===== src/rtl/hash_feeder_pkg.sv =====
// Shared types and widths for the hash core message feeder.
// Holds the FSM state encoding and a counter-width helper.
package hash_feeder_pkg;

  localparam int unsigned DIGEST_W = 32;
  localparam int unsigned CNT_W    = 64;
  localparam int unsigned BYTE_W   = 8;

  typedef enum logic [2:0] {
    LOAD,
    SEND,
    GAP,
    WAIT_DIG,
    OUT
  } feeder_state_t;

  // Bits needed to hold 0..max_val inclusive, never less than one.
  function automatic int unsigned cnt_width(input int unsigned max_val);
    return (max_val < 1) ? 1 : $clog2(max_val + 1);
  endfunction

endpackage


===== src/rtl/msg_byte_buffer.sv =====
// Message byte store: synchronous write, combinational read.
// Addresses at or beyond DEPTH are ignored on write and read as zero.
module msg_byte_buffer
  import hash_feeder_pkg::*;
#(
  parameter int unsigned DEPTH  = 64,
  parameter int unsigned ADDR_W = cnt_width(DEPTH)
) (
  input  logic              clk,
  input  logic              wr_en,
  input  logic [ADDR_W-1:0] wr_addr,
  input  logic [BYTE_W-1:0] wr_data,
  input  logic [ADDR_W-1:0] rd_addr,
  output logic [BYTE_W-1:0] rd_data
);

  localparam int unsigned       IDX_W   = (DEPTH > 1) ? $clog2(DEPTH) : 1;
  localparam logic [ADDR_W-1:0] DEPTH_A = ADDR_W'(DEPTH);

  logic [BYTE_W-1:0] mem [DEPTH];

  // NOTE: the array has no reset; every byte is written before it is read back.
  always_ff @(posedge clk) begin
    if (wr_en && (wr_addr < DEPTH_A)) begin
      mem[wr_addr[IDX_W-1:0]] <= wr_data;
    end
  end

  assign rd_data = (rd_addr < DEPTH_A) ? mem[rd_addr[IDX_W-1:0]] : '0;

endmodule


===== src/rtl/hash_msg_feeder.sv =====
// Buffers one host message, replays it byte-serially into a hash core,
// waits for the digest-ready edge and hands the digest back to the host.
module hash_msg_feeder
  import hash_feeder_pkg::*;
#(
  parameter int unsigned MAX_LEN  = 64,
  parameter int unsigned BYTE_GAP = 2,
  parameter int unsigned TIMEOUT  = 255
) (
  input  logic                clk,
  input  logic                rst_n,
  input  logic                s_valid,
  input  logic [BYTE_W-1:0]   s_data,
  input  logic                s_last,
  output logic                s_ready,
  output logic                m_valid,
  output logic [BYTE_W-1:0]   m_message,
  output logic [CNT_W-1:0]    m_counter,
  input  logic                hash_ready,
  input  logic [DIGEST_W-1:0] digest_in,
  output logic                d_valid,
  output logic [DIGEST_W-1:0] d_digest,
  input  logic                d_ready,
  output logic                err_overflow,
  output logic                err_timeout
);

  localparam int unsigned PTR_W = cnt_width(MAX_LEN);
  localparam int unsigned GAP_W = cnt_width(BYTE_GAP);
  localparam int unsigned TO_W  = cnt_width(TIMEOUT);

  localparam logic [PTR_W-1:0] PTR_ONE  = PTR_W'(1);
  localparam logic [PTR_W-1:0] PTR_MAX  = PTR_W'(MAX_LEN);
  localparam logic [PTR_W-1:0] PTR_LAST = PTR_W'(MAX_LEN - 1);
  localparam logic [GAP_W-1:0] GAP_LAST = GAP_W'(BYTE_GAP - 1);
  localparam logic [TO_W-1:0]  TO_LAST  = TO_W'(TIMEOUT - 1);

  feeder_state_t       state, state_d;
  logic [PTR_W-1:0]    wr_ptr, wr_ptr_d;
  logic [PTR_W-1:0]    rd_ptr, rd_ptr_d;
  logic [PTR_W-1:0]    len, len_d;
  logic [GAP_W-1:0]    gap_cnt, gap_cnt_d;
  logic [TO_W-1:0]     to_cnt, to_cnt_d;
  logic                hr_q, hr_d;
  logic [DIGEST_W-1:0] d_digest_d;
  logic [BYTE_W-1:0]   m_message_d;
  logic [BYTE_W-1:0]   rd_data;
  logic                wr_en;
  logic                ovf_d, to_d;
  logic                s_ready_d, m_valid_d, d_valid_d;

  msg_byte_buffer #(
    .DEPTH  (MAX_LEN),
    .ADDR_W (PTR_W)
  ) u_buf (
    .clk     (clk),
    .wr_en   (wr_en),
    .wr_addr (wr_ptr),
    .wr_data (s_data),
    .rd_addr (rd_ptr_d),
    .rd_data (rd_data)
  );

  // NOTE: every output of this block gets a default first, so no latches are inferred.
  always_comb begin
    state_d    = state;
    wr_ptr_d   = wr_ptr;
    rd_ptr_d   = rd_ptr;
    len_d      = len;
    gap_cnt_d  = gap_cnt;
    to_cnt_d   = to_cnt;
    hr_d       = hr_q;
    d_digest_d = d_digest;
    wr_en      = 1'b0;
    ovf_d      = 1'b0;
    to_d       = 1'b0;

    unique case (state)
      LOAD: begin
        if (s_valid && s_ready) begin
          wr_en    = 1'b1;
          wr_ptr_d = wr_ptr + PTR_ONE;
          if (s_last || (wr_ptr == PTR_LAST)) begin
            len_d   = wr_ptr + PTR_ONE;
            state_d = SEND;
            ovf_d   = !s_last;
          end
        end
      end
      SEND: begin
        rd_ptr_d  = rd_ptr + PTR_ONE;
        gap_cnt_d = '0;
        if (rd_ptr == (len - PTR_ONE)) begin
          // Sample the level on entry so a digest-ready left high by the core is not an edge.
          state_d  = WAIT_DIG;
          to_cnt_d = '0;
          hr_d     = hash_ready;
        end else if (BYTE_GAP == 0) begin
          state_d = SEND;
        end else begin
          state_d = GAP;
        end
      end
      GAP: begin
        if (gap_cnt == GAP_LAST) begin
          gap_cnt_d = '0;
          state_d   = SEND;
        end else begin
          gap_cnt_d = gap_cnt + GAP_W'(1);
        end
      end
      WAIT_DIG: begin
        hr_d     = hash_ready;
        to_cnt_d = to_cnt + TO_W'(1);
        if (hash_ready && !hr_q) begin
          d_digest_d = digest_in;
          to_cnt_d   = '0;
          state_d    = OUT;
        end else if (to_cnt == TO_LAST) begin
          to_d     = 1'b1;
          to_cnt_d = '0;
          hr_d     = 1'b0;
          wr_ptr_d = '0;
          rd_ptr_d = '0;
          len_d    = '0;
          state_d  = LOAD;
        end
      end
      OUT: begin
        if (d_valid && d_ready) begin
          hr_d     = 1'b0;
          wr_ptr_d = '0;
          rd_ptr_d = '0;
          len_d    = '0;
          state_d  = LOAD;
        end
      end
      default: state_d = LOAD;
    endcase
  end

  // Registered outputs are loaded from next-state values so they line up with the state.
  always_comb begin
    s_ready_d   = (state_d == LOAD) && (wr_ptr_d < PTR_MAX);
    m_valid_d   = (state_d == SEND);
    d_valid_d   = (state_d == OUT);
    m_message_d = m_message;
    if (state_d == SEND) begin
      // A one-byte message is still being written into the buffer on this edge.
      m_message_d = (wr_en && (wr_ptr == rd_ptr_d)) ? s_data : rd_data;
    end
  end

  // NOTE: sequential state uses non-blocking assignments only, so every flop sees pre-edge values.
  always_ff @(posedge clk or negedge rst_n) begin
    if (!rst_n) begin
      state        <= LOAD;
      wr_ptr       <= '0;
      rd_ptr       <= '0;
      len          <= '0;
      gap_cnt      <= '0;
      to_cnt       <= '0;
      hr_q         <= 1'b0;
      s_ready      <= 1'b1;
      m_valid      <= 1'b0;
      m_message    <= '0;
      d_valid      <= 1'b0;
      d_digest     <= '0;
      err_overflow <= 1'b0;
      err_timeout  <= 1'b0;
    end else begin
      state        <= state_d;
      wr_ptr       <= wr_ptr_d;
      rd_ptr       <= rd_ptr_d;
      len          <= len_d;
      gap_cnt      <= gap_cnt_d;
      to_cnt       <= to_cnt_d;
      hr_q         <= hr_d;
      s_ready      <= s_ready_d;
      m_valid      <= m_valid_d;
      m_message    <= m_message_d;
      d_valid      <= d_valid_d;
      d_digest     <= d_digest_d;
      err_overflow <= ovf_d;
      err_timeout  <= to_d;
    end
  end

  assign m_counter = CNT_W'(len);

endmodule


===== config.mk =====
export PLATFORM = sky130hd
export DESIGN_NAME = hash_msg_feeder
export DESIGN_NICKNAME = d
export VERILOG_FILES = /design/src/rtl/hash_feeder_pkg.sv /design/src/rtl/msg_byte_buffer.sv /design/src/rtl/hash_msg_feeder.sv
export SDC_FILE = /design/constraint.sdc
export NUM_CORES = 1
export LEC_CHECK = 0
export CORE_MARGIN = 2
export CORE_UTILIZATION = 45
export CTS_BUF_LIST = sky130_fd_sc_hd__clkbuf_8
export DETAILED_ROUTE_END_ITERATION = 10
export PLACE_DENSITY = 0.68
export SETUP_SLACK_MARGIN = 0.5
export SLEW_MARGIN = 30
export SYNTH_ARGS = -nofsm -noshare
export SYNTH_HDL_FRONTEND = slang
export SYNTH_SLANG_ARGS = --single-unit

===== constraint.sdc =====
create_clock -name clk -period 8.6 [get_ports clk]
set_input_delay 1.29 -clock clk [delete_from_list [all_inputs] [get_ports clk]]
set_output_delay 1.29 -clock clk [all_outputs]
set_load 0.03 [all_outputs]

==> impl_metrics.ini, run 1 <==
[timing]
tns_ps = 0
min_period_over_period_pct = 57.0
finalClockSkew_ps = 28.9
slew_viol_final = 0
timing.slew.headroom_pct = 36.7
finalSetupViolCount = 0
hold_violations = 0
worst_pin_slew_ps = 947
period_needed_ps = 4900
fmax_mhz = 204
rsz0062_at_grt = false
layout_setup_ws_ps = 3700

[die]
die_area_mm2 = 0.0578
floorplan.io_pins = 155
core_mm2 = 0.0552
die_w_um = 240
start_util_pct = 45.6
fp.dieH_um = 240
rows = 86

[global_route]
globalRoute.totalOverflow = 0
antenna_found_initial = 1
track_usage_pct = 22.5
grt_pass1_vias = 16200
grt_pass1_wl_um = 98100
grt_max_degree = 81

[clocking]
cts_tree = done
cts_root_buf = clkbuf_8
hold_buffers = 0
clock_path_buffers = 3
clkLatencyLatePin_ps = 690
post-cts-setup-buffer-count = 0
cts_max_level = 3
numCtsBuffers = 97
cts_sinks = 592
cts_resized = 0
path_clk_slew_ps = 60

[setup_path]
r2r-end = m_message[7]$_DFFE_PN0N_
path_buf_inv = 4
crit_arrival_ps = 5450
path_class = primary input to flop
cp_top_family = buffers and inverters
cp_slowest_cell = buf_4
rr_worst_depth = 12
end_kind = flop
worstPathRequired_ps = 9150
worstPathCellList = clkdlybuf4s50_1 > nand2_1 > o221ai_2 > and3_2 > buf_4 > inv_2 > buf_4 > xnor2_1 > o2111ai_1 > nor4bb_1 > or3_1 > a31oi_1 > a221o_1
start_kind = primary input
crit_top_cell = buf_4
ff2ff_setup_slack_ps = 3850
critical-path-max-stage-delay_ps = 530
crit_path_max_fanout = 60
r2r-start = state[2]$_DFF_PN0_

[min_path]
hold_path_end = gap_cnt[1]$_DFFE_PN0P_
hold_class = flop to flop
hold-path-cell-count = 1
hold_path_startpoint = gap_cnt[1]$_DFFE_PN0P_

[final_layout]
fin_nets = 2188
area_growth_pct = 11.8
drive_above_1_share_pct = 9.29
layout_common_cells = edfxtp_1, nand2_1, nand3_1
antenna_cells = 0
mostFrequentLayoutCell = edfxtp_1
finalNonFillerCells = 2966

[drt]
drtIter0Drc = 1866
ant_nets = 0
wire_per_inst_um = 22.0
dr.pass1.iters = 5
remaining_drc_errors = 0
vias = 16900
totalWireLength_um = 65100
viasPerCell = 5.71

[yosys]
synth-seq-area-share_pct = 69.1
synth_edf_count = 512
ys_seq_elements = 592
synth.distinct_cells = 71
yosys_most_used_dff = edfxtp_1
yosys_warnings = 0
avgSynthCellArea_um2 = 12.3
syn_area_mm2 = 0.0252
async_reset_ff_share_pct = 13.5
synthCells = 2049

[placed_design]
gp_congestion = 0.864
portBuffers = 97
dp_slack_ps = 3080
hpwl_um = 38200
numPlacedInstances = 2786

[power]
power.share.clock_pct = 23.8
p_switching_uw = 3760
p_sw_share_pct = 40.4
p_leak_uw = 0.0101
p_per_area_mw_per_mm2 = 331
p_int_uw = 5560
total_power_uw = 9320
p_comb_share_pct = 39.2
ir_drop_v = 0.000191
seq_power_share_pct = 37.0

[status]
outcome = completed

[run]
drv_cap = 0
## layout make-up
| type | count | area [µm²] |
|---|---|---|
| inverter | 13 | 53.8 |
| tap | 748 | 936 |
| clock inverter | 76 | 313 |
| sequential | 592 | 17400 |
| clock buffer | 104 | 1430 |
| timing repair buffer | 116 | 1090 |
| multi-input combinational | 1317 | 6930 |
| fill | 4676 | 27100 |
## worst max path at each step
stage / startpoint / endpoint / slack, ps / cells after the start
final: d_ready / m_message[7]$_DFFE_PN0N_ / 3700 / 13
after global routing: d_ready / m_message[7]$_DFFE_PN0N_ / 3460 / 13
after CTS: d_ready / m_message[7]$_DFFE_PN0N_ / 3790 / 13
after detailed placement: d_ready / m_message[7]$_DFFE_PN0N_ / 3080 / 13
after global placement: d_ready / m_message[7]$_DFFE_PN0N_ / 3160 / 13
after floorplan: hash_ready / m_message[6]$_DFFE_PN0N_ / 5250 / 11
## stage by stage
| step | util [%] | area (µm²) | hold WS (ps) |
|---|---|---|---|
| 5_1_grt | 51.0 | 28100 | 508 |
| 3_3_place_gp | 47.7 | 26400 | 460 |
| 3_5_place_dp | 47.8 | 26400 | 476 |
| 2_1_floorplan | - | 25400 | 446 |
| 4_1_cts | 50.9 | 28100 | 488 |
| 6_report | 51.0 | 28100 | 488 |
## state kept, by name, indices dropped and copies added (netlist names)
name	cells
d_digest	32
d_valid	1
err_overflow	1
err_timeout	1
gap_cnt	2
hr_q	1
len	7
m_message	8
m_valid	1
rd_ptr	7
s_ready	1
state	3
to_cnt	8
u_buf.mem	512
wr_ptr	7
## worst reg2reg max path, delay by kind of cell (launching register included)
family / cells / cell delay (ps)
AOI/OAI and AO/OA: 4 / 950
DFF: 1 / 600
xor gates and xnor gates: 1 / 240
and+or+nand+nor: 4 / 1430
buffers and inverters: 3 / 1400
## cells in the mapped netlist (all sizes together) (4+ instances only)
master | count | area (µm²)
edfxtp | 512 | 15400
o31ai | 13 | 97.6
nand2b | 5 | 31.3
o211ai | 5 | 37.5
nand4 | 14 | 87.6
a21o | 32 | 240
mux2 | 34 | 383
a21boi | 14 | 105
or4 | 7 | 52.6
a41oi | 5 | 43.8
a21oi | 64 | 332
nor2 | 93 | 352
ha | 5 | 62.6
a211oi | 14 | 105
or3b | 4 | 35.0
nand2 | 488 | 1830
a221o | 8 | 80.1
and3 | 57 | 357
dfrtp | 79 | 1980
nor3 | 15 | 85.1
buf | 148 | 901
xnor2 | 18 | 158
nor2b | 7 | 43.8
a311oi | 22 | 193
and2 | 11 | 68.8
o21ai | 47 | 239
or2 | 7 | 43.8
o221ai | 4 | 41.3
clkbuf | 35 | 131
nand3 | 185 | 926
inv | 13 | 51.3
a31oi | 27 | 169
or3 | 6 | 37.5
o2111ai | 8 | 70.1
## layer usage
metal  vias to the layer above  routed length (µm)  track usage [%]  share of wire [%]
li1                       7534                   -                -                  -
met1                      8332               26800             31.0                 41
met2                       951               30000             35.3                 46
met3                       128                6320             4.71                9.7
met4                         0                1950             8.38                3.0
met5                         -                   0                0                  0
## power by group through the flow
stage	logic, µW	registers, µW	clock network [µW]
finish	3650	3450	2220
global route	3960	3470	2370
CTS	3610	3450	2250
detailed placement	3590	3510	0
global placement	3540	3500	0
floorplan	2380	3640	0
## cells by family (layout without fill, tap and decap cells)
| kind of cell | after synthesis | in the layout | share of synthesized area, % |
|---|---|---|---|
| AOI/OAI and AO/OA | 287 | 287 | 7.90 |
| xor gates and xnor gates | 21 | 21 | 0.731 |
| muxes | 37 | 37 | 1.64 |
| and+or+nand+nor | 910 | 910 | 16.1 |
| DFF | 592 | 592 | 69.1 |
| adders and majority gates | 5 | 5 | 0.249 |
| other | 1 | 57 | 0.0149 |
| buffers and inverters | 196 | 309 | 4.31 |
(Power assumes the default switching activity.)
==> run 2, diff against run 1 <==
- PLACE_DENSITY: 0.68 -> 0.71
- clock period: 8.6 -> 4.3 ns (I/O delays scaled with it)
==> run 2 against run 1 <==
Largest power group unchanged; count of clock-buffer cells in the layout is 5 lower; highest routed layer unchanged; the flow now finishes with violations (negative hold slack); sequential power is 99% higher; largest cell class unchanged; critical path depth is 1 lower; via count is 1.3% higher; routed wire length is 0.42% lower; clock power is 98% higher; combinational power is 110% higher.
==> impl_metrics.ini, run 2 (synthesized netlist as in run 1, its figures left out) <==
[final_layout]
area_growth_pct = 13.9
drive_above_1_share_pct = 11.5
layout_common_cells = edfxtp_1, nand2_1, nand3_1
final_util_pct = 51.9
mostFrequentLayoutCell = edfxtp_1
fin_nets = 2242
antenna_cells = 0
largest_reg_flops = 512

[clocking]
hold_buffers = 0
cts_tree = done
cts_max_level = 3
cts_sinks = 592
path_clk_slew_ps = 60
clock_path_buffers = 3
clkLatencyLatePin_ps = 690
numCtsBuffers = 94
cts_root_buf = clkbuf_8

[power]
p_switching_uw = 7660
ir_drop_v = 0.000550
power.share.clock_pct = 23.0
p_per_area_mw_per_mm2 = 667
total_power_uw = 19100
p_sw_share_pct = 40.1
p_leak_uw = 0.0104
seq_power_share_pct = 36.0
p_int_uw = 11500
p_comb_share_pct = 41.0

[drt]
ant_nets = 0
drtIter0Drc = 2017
viasPerCell = 5.71
dr.pass1.iters = 5
vias = 17200
totalWireLength_um = 64800
wire_per_inst_um = 21.6
remaining_drc_errors = 0

[timing]
slew_viol_final = 0
finalClockSkew_ps = 19.1
hold_violations = 3
timing.slew.headroom_pct = 32.5
period_needed_ps = 3640
finalSetupViolCount = 0
tns_ps = 0
rsz0062_at_grt = true
hold_slack_ps = -11.9
worst_pin_slew_ps = 1010
min_period_over_period_pct = 84.6
fmax_mhz = 275

[global_route]
track_usage_pct = 22.1
antenna_found_initial = 0
grt_pass1_wl_um = 96200
globalRoute.totalOverflow = 0
grt_max_degree = 100
grt_pass1_vias = 16200

[setup_path]
path_class = flop to flop
crit_arrival_ps = 4190
crit_path_max_fanout = 99
r2r-start = to_cnt[0]$_DFFE_PN0P_
rr_worst_depth = 12
ff2ff_setup_slack_ps = 660
end_kind = flop
r2r-end = m_message[5]$_DFFE_PN0N_
start_kind = flop
worstPathRequired_ps = 4860

[placed_design]
gp_congestion = 0.951
portBuffers = 97
hpwl_um = 40000

[die]
rows = 86
die_w_um = 240
fp.dieH_um = 240
start_util_pct = 45.6
floorplan.io_pins = 155
core_mm2 = 0.0552
die_area_mm2 = 0.0578

[min_path]
hold_class = primary input to asynchronous set/reset pin

[run]
drv_cap = 0

[status]
violations = negative hold slack
outcome = finished with violations
[run 2: what timing repair did]
| item | in CTS | in global routing |
|---|---|---|
| gates resized for setup | 0 | 6 |
| endpoints found under the setup margin | 0 | 7 |
| buffers inserted | 0 | 4 |
[run 2: cell type report]
class	instances	area (µm²)
Fill cell	4623	26500
Sequential cell	592	17400
Multi-Input combinational cell	1318	6960
Timing Repair Buffer	172	1630
Clock buffer	99	1360
Tap cell	748	936
Clock inverter	66	329
Inverter	13	53.8
[run 2: power groups by stage]
| stage | combinational (µW) | clock, µW | sequential (µW) |
|---|---|---|---|
| after global placement | 7460 | 0 | 6970 |
| after global routing | 8440 | 4690 | 6920 |
| after CTS | 7620 | 4470 | 6880 |
| final | 7840 | 4390 | 6880 |
| after detailed placement | 7590 | 0 | 6990 |
| after floorplan | 4750 | 0 | 7290 |
[run 2: routing by layer]
| metal | wire length [µm] | up-vias | GRT usage (%) |
|---|---|---|---|
| met5 | 0 | - | 0 |
| met4 | 2280 | 0 | 8.47 |
| met3 | 6540 | 168 | 4.76 |
| met2 | 29500 | 971 | 34.2 |
| met1 | 26600 | 8384 | 30.6 |
| li1 | - | 7644 | - |
[run 2: per-stage QoR]
stage          cells  cell area (µm²)  setup WS [ps]
3_5_place_dp    2838            26900            287
2_1_floorplan   2105            25400           1550
5_1_grt         3008            28700            487
6_report        3008            28700            662
3_3_place_gp    2838            26900            307
4_1_cts         3003            28600            514
[run 2: how the worst max path moves through the flow]
stage,from,to,cells past startpoint
global route,to_cnt[0]$_DFFE_PN0P_,m_message[5]$_DFFE_PN0N_,12
global placement,d_ready,m_message[2]$_DFFE_PN0N_,12
finish,to_cnt[0]$_DFFE_PN0P_,m_message[5]$_DFFE_PN0N_,12
floorplan,len[0]$_DFFE_PN0P_,m_message[0]$_DFFE_PN0N_,11
detailed placement,d_ready,m_message[2]$_DFFE_PN0N_,12
CTS,state[1]$_DFF_PN0_,m_message[2]$_DFFE_PN0N_,11
[run 2: critical path: stages (launching register included)]
cell and delay [ps]:
dfrtp_1 430, inv_1 80, ha_1 140, nand4_1 250, o21ai_2 440, a31o_4 280, buf_16 380, xnor2_1 150
nor3_1 170, nor4bb_1 310, or3_1 340, a31oi_1 140, a221o_1 370
==> run 3, diff against run 2 <==
- clock period: 4.3 -> 2.94 ns (I/O delays scaled with it)
==> run 3 against run 2 <==
The run ends with negative setup slack left; count of clock-buffer cells in the layout increased by 6; via count increased by 7.7%; clock skew about the same; first-iteration DRC count increased by 12%; non-clock buffer count increased by 252; flip-flop and latch count unchanged; critical path type unchanged; largest cell class unchanged; highest routed layer unchanged.
==> impl_metrics.ini, run 3 (synthesized netlist as in run 1, its figures left out) <==
[power]
p_sw_share_pct = 38.4
p_leak_uw = 0.0123
power.share.clock_pct = 20.5
p_int_uw = 20700
p_switching_uw = 12900
total_power_uw = 33600
ir_drop_v = 0.000566
seq_power_share_pct = 29.6
p_comb_share_pct = 49.9
p_per_area_mw_per_mm2 = 1030

[drt]
dr.pass1.iters = 6
viasPerCell = 5.66
remaining_drc_errors = 0
ant_nets = 0
vias = 18500
wire_per_inst_um = 22.2
totalWireLength_um = 72600
drtIter0Drc = 2252

[final_layout]
antenna_cells = 0
area_growth_pct = 30.2
final_util_pct = 59.3
mostFrequentLayoutCell = edfxtp_1
stdcell_area_mm2 = 0.0327
drive_above_1_share_pct = 26.8
layout_common_cells = edfxtp_1, nand2_1, buf_4
largest_reg_flops = 512
fin_nets = 2493

[die]
fp.dieH_um = 240
floorplan.io_pins = 155
die_area_mm2 = 0.0578
rows = 86
core_mm2 = 0.0552
start_util_pct = 45.6
die_w_um = 240

[timing]
period_needed_ps = 3180
hold_violations = 0
finalSetupViolCount = 8
fmax_mhz = 314
slew_viol_final = 0
rsz0062_at_grt = true
timing.slew.headroom_pct = 52.9
layout_setup_ws_ps = -240
finalClockSkew_ps = 19.4
min_period_over_period_pct = 108
worst_pin_slew_ps = 706

[clocking]
clkLatencyLatePin_ps = 680
numCtsBuffers = 93
cts_max_level = 3
cts_root_buf = clkbuf_8
cts_tree = done
cts_sinks = 592
path_clk_slew_ps = 60
clock_path_buffers = 3

[setup_path]
r2r-start = to_cnt[0]$_DFFE_PN0P_
cp_slowest_cell = a311oi_4
rr_worst_depth = 14
r2r-end = m_message[4]$_DFFE_PN0N_
worstPathRequired_ps = 3500
ff2ff_setup_slack_ps = -240
crit_arrival_ps = 3740
critical-path-max-stage-delay_ps = 430
crit_path_max_fanout = 10
end_kind = flop
path_class = flop to flop
worstPathCellList = inv_1 > ha_2 > nand4_1 > o211ai_1 > and3_4 > buf_12 > inv_16 > buf_16 > buf_4 > a21oi_2 > a211oi_2 > a311oi_4 > a31oi_4 > a221o_1
start_kind = flop

[global_route]
antenna_found_initial = 0
grt_pass1_vias = 18000
globalRoute.totalOverflow = 0
grt_max_degree = 66
grt_pass1_wl_um = 107000
track_usage_pct = 24.7

[run]
drv_cap = 0

[min_path]
hold-path-cell-count = 1
hold_path_startpoint = s_data[1]
hold_path_end = u_buf.mem[3][1]$_DFFE_PP_
hold_class = primary input to flop

[status]
violations = negative setup slack
outcome = finished with violations

[placed_design]
place_area_mm2 = 0.0289
portBuffers = 97
gp_congestion = 0.931
hpwl_um = 45600
-- run 3: metrics by stage --
stage / hold WS, ps / instances / setup slack [ps] / setup TNS (ps)
5_1_grt: 240 / 3268 / -340 / -2250
2_1_floorplan: 145 / 2105 / 317 / 0
3_5_place_dp: 484 / 3048 / -784 / -4580
3_3_place_gp: 462 / 3048 / -754 / -4720
6_report: 257 / 3268 / -240 / -1110
4_1_cts: 210 / 3258 / -87.1 / -468
-- run 3: cell type report --
type | count | area, µm²
repair buffers | 424 | 4570
multi-input cells | 1317 | 7930
well taps | 748 | 936
flip-flops and latches | 592 | 17400
clock inverters | 68 | 399
inverters | 13 | 77.6
clock buffers | 105 | 1450
fillers | 4197 | 22500
repair inverters | 1 | 8.76
-- run 3: how the worst max path moves through the flow --
stage,endpoint,depth (start not counted),start
detailed placement,m_message[3]$_DFFE_PN0N_,14,d_ready
global placement,m_message[3]$_DFFE_PN0N_,13,hash_ready
floorplan,m_message[0]$_DFFE_PN0N_,11,state[2]$_DFF_PN0_
finish,m_message[4]$_DFFE_PN0N_,14,to_cnt[0]$_DFFE_PN0P_
global route,m_message[4]$_DFFE_PN0N_,14,to_cnt[0]$_DFFE_PN0P_
CTS,m_message[0]$_DFFE_PN0N_,14,to_cnt[0]$_DFFE_PN0P_
-- run 3: metal layers --
layer / wire (µm) / global-route usage (%)
met4: 2780 / 9.96
met3: 7520 / 5.37
met2: 34600 / 39.6
met5: 0 / 0
met1: 27700 / 32.7
-- run 3: worst max-delay path: cells and delay by family, from the launching register on --
kind	cells	cell delay, ps
AO/OA/AOI/OAI	6	1480
adder cells (fa/ha/maj)	1	160
buffers and inverters	5	580
flip-flops	1	380
AND/OR/NAND/NOR	2	450
-- run 3: timing repair --
action / 4_1_cts / 5_1_grt
buffers inserted: 25 / 9
pin swaps: 45 / 40
setup endpoints to repair: 520 / 390
resized for setup: 146 / 186
hold endpoints to repair: 46 / 0
hold buffers: 1 / 0
cloned: 11 / 1
-- run 3: power groups by stage --
stage | Clock [µW] | Combinational, µW | Sequential (µW)
2_1_floorplan | 0 | 7390 | 10700
3_3_place_gp | 0 | 13200 | 10100
3_5_place_dp | 0 | 13400 | 10100
4_1_cts | 6970 | 15800 | 9940
5_1_grt | 7330 | 17700 | 9980
6_report | 6900 | 16800 | 9940
